==> src/rtl/ram_port_arbiter.sv <==
// rtl/ram_port_arbiter.sv - two-requester round-robin arbiter in front of a single-port RAM; optional grant lock under ARB_LOCK_EN
module ram_port_arbiter #(
   parameter int DATA_WIDTH = 32,
   parameter int ADDR_WIDTH = 10
) (
   input  logic                  clk,
   input  logic                  rstn,
   input  logic                  req0_valid,
   input  logic                  req0_we,
   input  logic [ADDR_WIDTH-1:0] req0_addr,
   input  logic [DATA_WIDTH-1:0] req0_wdata,
   input  logic                  req0_lock,
   output logic                  req0_ready,
   output logic                  rsp0_valid,
   output logic [DATA_WIDTH-1:0] rsp0_rdata,
   input  logic                  req1_valid,
   input  logic                  req1_we,
   input  logic [ADDR_WIDTH-1:0] req1_addr,
   input  logic [DATA_WIDTH-1:0] req1_wdata,
   input  logic                  req1_lock,
   output logic                  req1_ready,
   output logic                  rsp1_valid,
   output logic [DATA_WIDTH-1:0] rsp1_rdata,
   output logic                  ram_en,
   output logic                  ram_wr_rdn,
   output logic [ADDR_WIDTH-1:0] ram_addr,
   output logic [DATA_WIDTH-1:0] ram_data_wr,
   input  logic [DATA_WIDTH-1:0] ram_data_rd
);

   logic                  last_gnt;
   logic                  rd_pend;
   logic                  rd_tag;
   logic                  gnt0;
   logic                  gnt1;
   logic                  xfer;
   logic                  sel_we;
   logic                  sel_lock;
   logic [ADDR_WIDTH-1:0] sel_addr;
   logic [DATA_WIDTH-1:0] sel_wdata;

`ifdef ARB_LOCK_EN
   logic [1:0]            lock_own;
`else
   logic                  unused_lock;
   assign unused_lock = req0_lock ^ req1_lock ^ sel_lock;
`endif

   // Grant decision: lock owner has exclusive access, otherwise round-robin on contention; nothing granted in reset
   always_comb begin
      gnt0 = 1'b0;
      gnt1 = 1'b0;
      if (rstn) begin
`ifdef ARB_LOCK_EN
         if (lock_own[0]) begin
            gnt0 = req0_valid;
         end else if (lock_own[1]) begin
            gnt1 = req1_valid;
         end else if (req0_valid && req1_valid) begin
            gnt0 = last_gnt;
            gnt1 = !last_gnt;
         end else begin
            gnt0 = req0_valid;
            gnt1 = req1_valid;
         end
`else
         if (req0_valid && req1_valid) begin
            gnt0 = last_gnt;
            gnt1 = !last_gnt;
         end else begin
            gnt0 = req0_valid;
            gnt1 = req1_valid;
         end
`endif
      end
   end

   // Command mux: forward the granted requester's command, all zero when idle
   always_comb begin
      sel_we    = 1'b0;
      sel_lock  = 1'b0;
      sel_addr  = '0;
      sel_wdata = '0;
      if (gnt0) begin
         sel_we    = req0_we;
         sel_lock  = req0_lock;
         sel_addr  = req0_addr;
         sel_wdata = req0_wdata;
      end else if (gnt1) begin
         sel_we    = req1_we;
         sel_lock  = req1_lock;
         sel_addr  = req1_addr;
         sel_wdata = req1_wdata;
      end
   end

   assign req0_ready  = gnt0;
   assign req1_ready  = gnt1;
   assign xfer        = gnt0 | gnt1;
   assign ram_en      = xfer;
   assign ram_wr_rdn  = sel_we;
   assign ram_addr    = sel_addr;
   assign ram_data_wr = sel_wdata;

   assign rsp0_valid  = rd_pend && !rd_tag;
   assign rsp1_valid  = rd_pend && rd_tag;
   assign rsp0_rdata  = rsp0_valid ? ram_data_rd : '0;
   assign rsp1_rdata  = rsp1_valid ? ram_data_rd : '0;

   // Arbitration history and read-return tag; the tag lines up with the RAM's one-cycle read data
   always_ff @(posedge clk or negedge rstn) begin
      if (!rstn) begin
         last_gnt <= 1'b1;
         rd_pend  <= 1'b0;
         rd_tag   <= 1'b0;
      end else begin
         if (xfer) begin
            last_gnt <= gnt1;
         end
         rd_pend <= xfer && !sel_we;
         if (xfer && !sel_we) begin
            rd_tag <= gnt1;
         end
      end
   end

`ifdef ARB_LOCK_EN
   // Lock ownership: a locked beat claims the port, an unlocked beat by the owner releases it
   always_ff @(posedge clk or negedge rstn) begin
      if (!rstn) begin
         lock_own <= 2'b00;
      end else if (xfer) begin
         lock_own <= sel_lock ? {gnt1, gnt0} : 2'b00;
      end
   end
`endif

endmodule

==> config.mk <==
export PLATFORM = sky130hd
export DESIGN_NAME = ram_port_arbiter
export DESIGN_NICKNAME = d
export VERILOG_FILES = /design/src/rtl/ram_port_arbiter.sv
export SDC_FILE = /design/constraint.sdc
export NUM_CORES = 1
export LEC_CHECK = 0
export CAP_MARGIN = 20
export CORE_AREA = 2 2 90 92
export CTS_BUF_LIST = sky130_fd_sc_hd__clkbuf_8
export DETAILED_ROUTE_END_ITERATION = 6
export DIE_AREA = 0 0 92 94
export GPL_TIMING_DRIVEN = 0
export MAX_ROUTING_LAYER = met4
export PLACE_DENSITY_LB_ADDON = 0.25
export SLEW_MARGIN = 25
export SYNTH_ARGS = -nofsm -noshare
export SYNTH_HDL_FRONTEND = slang
export SYNTH_SLANG_ARGS = --single-unit
==> constraint.sdc <==
create_clock -name clk -period 1.9 [get_ports clk]
set_clock_uncertainty 0.2 [all_clocks]
set_input_delay 0.475 -clock clk [delete_from_list [all_inputs] [get_ports clk]]
set_output_delay 0.475 -clock clk [all_outputs]
set_load 0.02 [all_outputs]
Word level (Yosys, flattened, before mapping)
Index checks and enable logic that the tools add are counted.

operators by class
  divide/modulo/power cells = 0
  eq/ne operators = 0
  shifts and indexed selects = 0
  $mul = 0
  magnitude comparators = 0
  multiplexer cells = 12
  bitwise operators = 1
  reduce and logical (&&, ||, !) cells = 7
  add/sub/neg operators = 0

operators by type and width
  kind                count
  32-bit two-way mux  4
  10-bit two-way mux  2
  1-bit two-way mux   6
  1-bit logical AND   4
  1-bit logical NOT   3
  1-bit OR            1

word-level totals
  input bits = 124
  flip-flop bits (word level) = 3
  memories kept = 0
  bits in read-only memories = 0
  output and inout port bits = 112
  RAM bits = 0
  logic and storage cells = 23
  bits in latches = 0

Longest topological paths before layout
  depth in word-level cells = 7
  gate-level depth with buffers = 5
  depth with buffers taken out = 3

Worst setup path after synthesis
Ideal clock, no wire load.

  path kind = reg2out
  start = register last_gnt
  end = output ram_addr[1]
  data required time = 1,225 ps
  path slack = -115 ps
  buffers on the path = 2
  stages on the path, launching flop included = 6
  data arrival time = 1,340 ps
  cell sequence = dfstp_2 -> nand2_1 -> and3_1 -> buf_2 -> buf_2 -> a22o_1

between the ends
  word-level cells in the longest chain between the ends = 5
  elaborated cells on any way between the ends = 7

RTL lines
  element                 line  text
  start, declared         31    logic last_gnt;
  start signal, assigned  118   last_gnt <= gnt1;
  1-bit logical NOT       69    gnt1 = !last_gnt;
  1-bit two-way mux       67    if (req0_valid && req1_valid) begin
  1-bit two-way mux       53    if (rstn) begin
  via req1_ready          21    output logic req1_ready,
  10-bit two-way mux      89    end else if (gnt1) begin
  10-bit two-way mux      84    if (gnt0) begin
  end, declared           26    output logic [ADDR_WIDTH-1:0] ram_addr,

The timed path passes the listed nets, and every way through them passes these cells.

Worst setup path after layout
  start = register last_gnt
  end = output ram_data_wr[11]

between the ends
  word-level cells in the longest chain between the ends = 5
  elaborated cells on any way between the ends = 7

RTL lines
  element               line  text
  1-bit logical NOT     69
  1-bit two-way mux     67
  1-bit two-way mux     53
  32-bit two-way mux    89
  32-bit two-way mux *  84
  end, declared         27    output logic [DATA_WIDTH-1:0] ram_data_wr,

Mark *: on every way between the ends. The rest lies on a longest branch, timed or not.

==> results.toml <==
[yosys]
yosys.area_share.adder = 0
yosys.area_share.xor_xnor = 0
synth_top_family_by_area = "simple AND/OR/NAND/NOR gates"
synth.distinct_cells = 18
synth-compound-area-share = 0.381
ys_seq_area_frac = 0.0714
synthMuxAreaShare = 0
yosysWarnings = 0
syn-num-nets = 270
ys_ff_latch = 3
syn_area_per_cell_um2 = 7.32
synth_simple_gate_area_frac = 0.429
synthCells = 146
syn-cell-area_mm2 = 0.00107

[power]
pwr-share-seq = 0.056
p_switching_uw = 590
ir_drop_mv = 0.243
p_leak_nw = 2.36
p_sw_frac = 0.361
p_int_mw = 1.04
p_per_area_mw_per_mm2 = 337
finalPower_mw = 1.63
clkPwrFrac = 0.116
p_comb_frac = 0.828

[flow_run]
max_cap_viol_count = 0

[route]
drc_errors = 0
drt_iter0_drc = 19
dr.pass1.iters = 4
vias = 2295
vias_per_cell = 4.48
final_antenna_net_count = 0
drt-wirelength-per-cell_um = 16.1
wl_mm = 8.25

[clock_network]
tritoncts = "done"
cts-root-buf = "clkbuf_8"
clkTransAtPathRegs_ns = 0.04
cts_buffer_depth = 2
cts_buffers = 3
htreeDepth = 1
cts.sinks = 3
insertion_delay_ns = 0.22

[floorplan]
coreArea_mm2 = 0.00761
start_util = 0.140
io_pins = 236
die_h_um = 94
die_w_um = 92
fp.dieArea_mm2 = 0.00865
row_count = 32

[setup_path]
startpoint = "last_gnt$_DFFE_PN1P_"
r2r_start = "last_gnt$_DFFE_PN1P_"
worst-path-stages = 7
cp_cell_sequence = "nand2b_4, and3_4, buf_8, buf_12, clkbuf_16, a22o_4, buf_6"
reg2reg_slack_ns = 0.51
crit_end = "ram_data_wr[11]"
crit_path_top_delay_cell = "dfstp_2"
cp.buffers_inverters = 4
path_delay_family = "flip-flops"
reg2reg_to = "last_gnt$_DFFE_PN1P_"
arrival_ns = 1.69
cp-end-kind = "output pin"
worstRegToRegCells = 4
cp-start-kind = "flop"
critPathKind = "flop to output pin"
max_stage_delay_ns = 0.54
path_max_fanout = 6
cp.required_ns = 1.22

[global_route]
antenna_found_initial = 0
grt_first_pass_wirelength_mm = 11.2
grt_remaining_overflow = 0
track_usage = 0.165
grt_max_degree = 11
grt_pass1_vias = 2287

[timing]
fin_ws_ns = -0.466
min_period_over_period = 1.25
drv_slew = 0
max_freq_mhz = 423
setup_violations = 92
rsz0062_at_grt = "yes"
finalHoldViolCount = 0
fin_crit_ns = 2.37
worst_pin_slew_ns = 0.359
max_slew_margin = 0.755

[finish]
antenna_cells = 0
fill_cells = 595
layout.core_utilization = 0.638
drive_gt1_frac = 0.659
layout_common_cells = "buf_6, clkdlybuf4s50_1, a22o_4, and3_4, and2_4"
nets = 535
syn_to_final_growth_pct = 354
final_common_cell = "buf_6"

[worst_hold_path]
min_path_type = "primary input to asynchronous set/reset pin"

[placement]
gp_congestion = 0.729
io_buffers = 233
place_ws_ns = -1.17
hpwl_mm = 6.27

[status]
outcome = "complete, but fails checks"
violations = "negative setup slack"
[metrics by stage]
step	TNS, ns	cell area (um2)	hold WS [ns]	instances
final	-24.76	4850	0.0314	512
after global routing	-29.40	4850	0.0330	512
after CTS	-26.07	4450	0.0257	499
after detailed placement	-86.30	3920	0.298	481
after global placement	-84.51	3920	0.283	481
after floorplan	-0.441	1460	-0.0206	146
[synth_stat cells]
library cell,count,area (um2)
a2111oi_0,1,8.76
a21oi_1,1,5.00
a22o_1,43,377
and2_1,33,206
and3_1,34,213
buf_2,6,30.0
buf_6,5,56.3
clkbuf_1,8,30.0
dfrtp_1,2,50.1
dfstp_2,1,26.3
inv_1,3,11.3
nand2_1,1,3.75
nand2b_1,1,6.26
nand3b_1,2,15.0
nor2_1,2,7.51
nor2b_1,1,6.26
o21bai_1,1,7.51
o22a_1,1,8.76
[repair_timing]
item	in CTS	in global routing
pin swaps	30	49
gates cloned	3	5
buffers inserted	10	13
endpoints found under the setup margin	112	110
hold buffers	1	0
hold endpoints to repair	2	0
resized for setup	759	85
[power groups by stage]
stage	Combinational, mW	Sequential [mW]	Clock, mW
global route	1.42	0.0939	0.202
finish	1.35	0.0917	0.189
detailed placement	1.05	0.0895	0
global placement	1.04	0.0888	0
CTS	1.21	0.0934	0.190
floorplan	0.474	0.0844	0
[cell families after synthesis]
logic type / Yosys count
AOI/OAI and AO/OA: 47
buffers and inverters: 22
DFF: 3
and+or+nand+nor: 74
[flip-flops by register name (all words and copies together), names as in the netlist]
signal and count:
last_gnt 1, rd_tag 1, rd_pend 1
[area by class of cell]
type | instances | area, um2 | share of cell area
Timing Repair Buffer | 263 | 2880 | 0.593
Buffer | 16 | 253 | 0.0521
Tap cell | 102 | 128 | 0.0263
Inverter | 3 | 11.3 | 0.00232
Clock buffer | 3 | 41.3 | 0.00851
Sequential cell | 3 | 78.8 | 0.0162
Multi-Input combinational cell | 121 | 1460 | 0.301
Clock inverter | 1 | 3.75 | 0.000774
[per-layer routing]
| layer | global-route usage | vias to the layer above | part of all wire | wire [um] |
|---|---|---|---|---|
| li1 | - | 1080 | - | - |
| met1 | 0.175 | 1082 | 0.34 | 2820 |
| met2 | 0.320 | 123 | 0.58 | 4790 |
| met3 | 0.0281 | 10 | 0.063 | 516 |
| met4 | 0.0323 | 0 | 0.014 | 119 |
| met5 | - | - | 0 | 0 |
[worst min path at each step]
stage,to,slack [ns],cells past startpoint
4_1_cts,last_gnt$_DFFE_PN1P_,0.03,1
2_1_floorplan,rd_pend$_DFF_PN0_,-0.02,0
3_5_place_dp,last_gnt$_DFFE_PN1P_,0.30,2
6_report,last_gnt$_DFFE_PN1P_,0.03,1
5_1_grt,last_gnt$_DFFE_PN1P_,0.03,1
3_3_place_gp,last_gnt$_DFFE_PN1P_,0.28,2
Note: power is estimated with default switching activity, not from simulation.
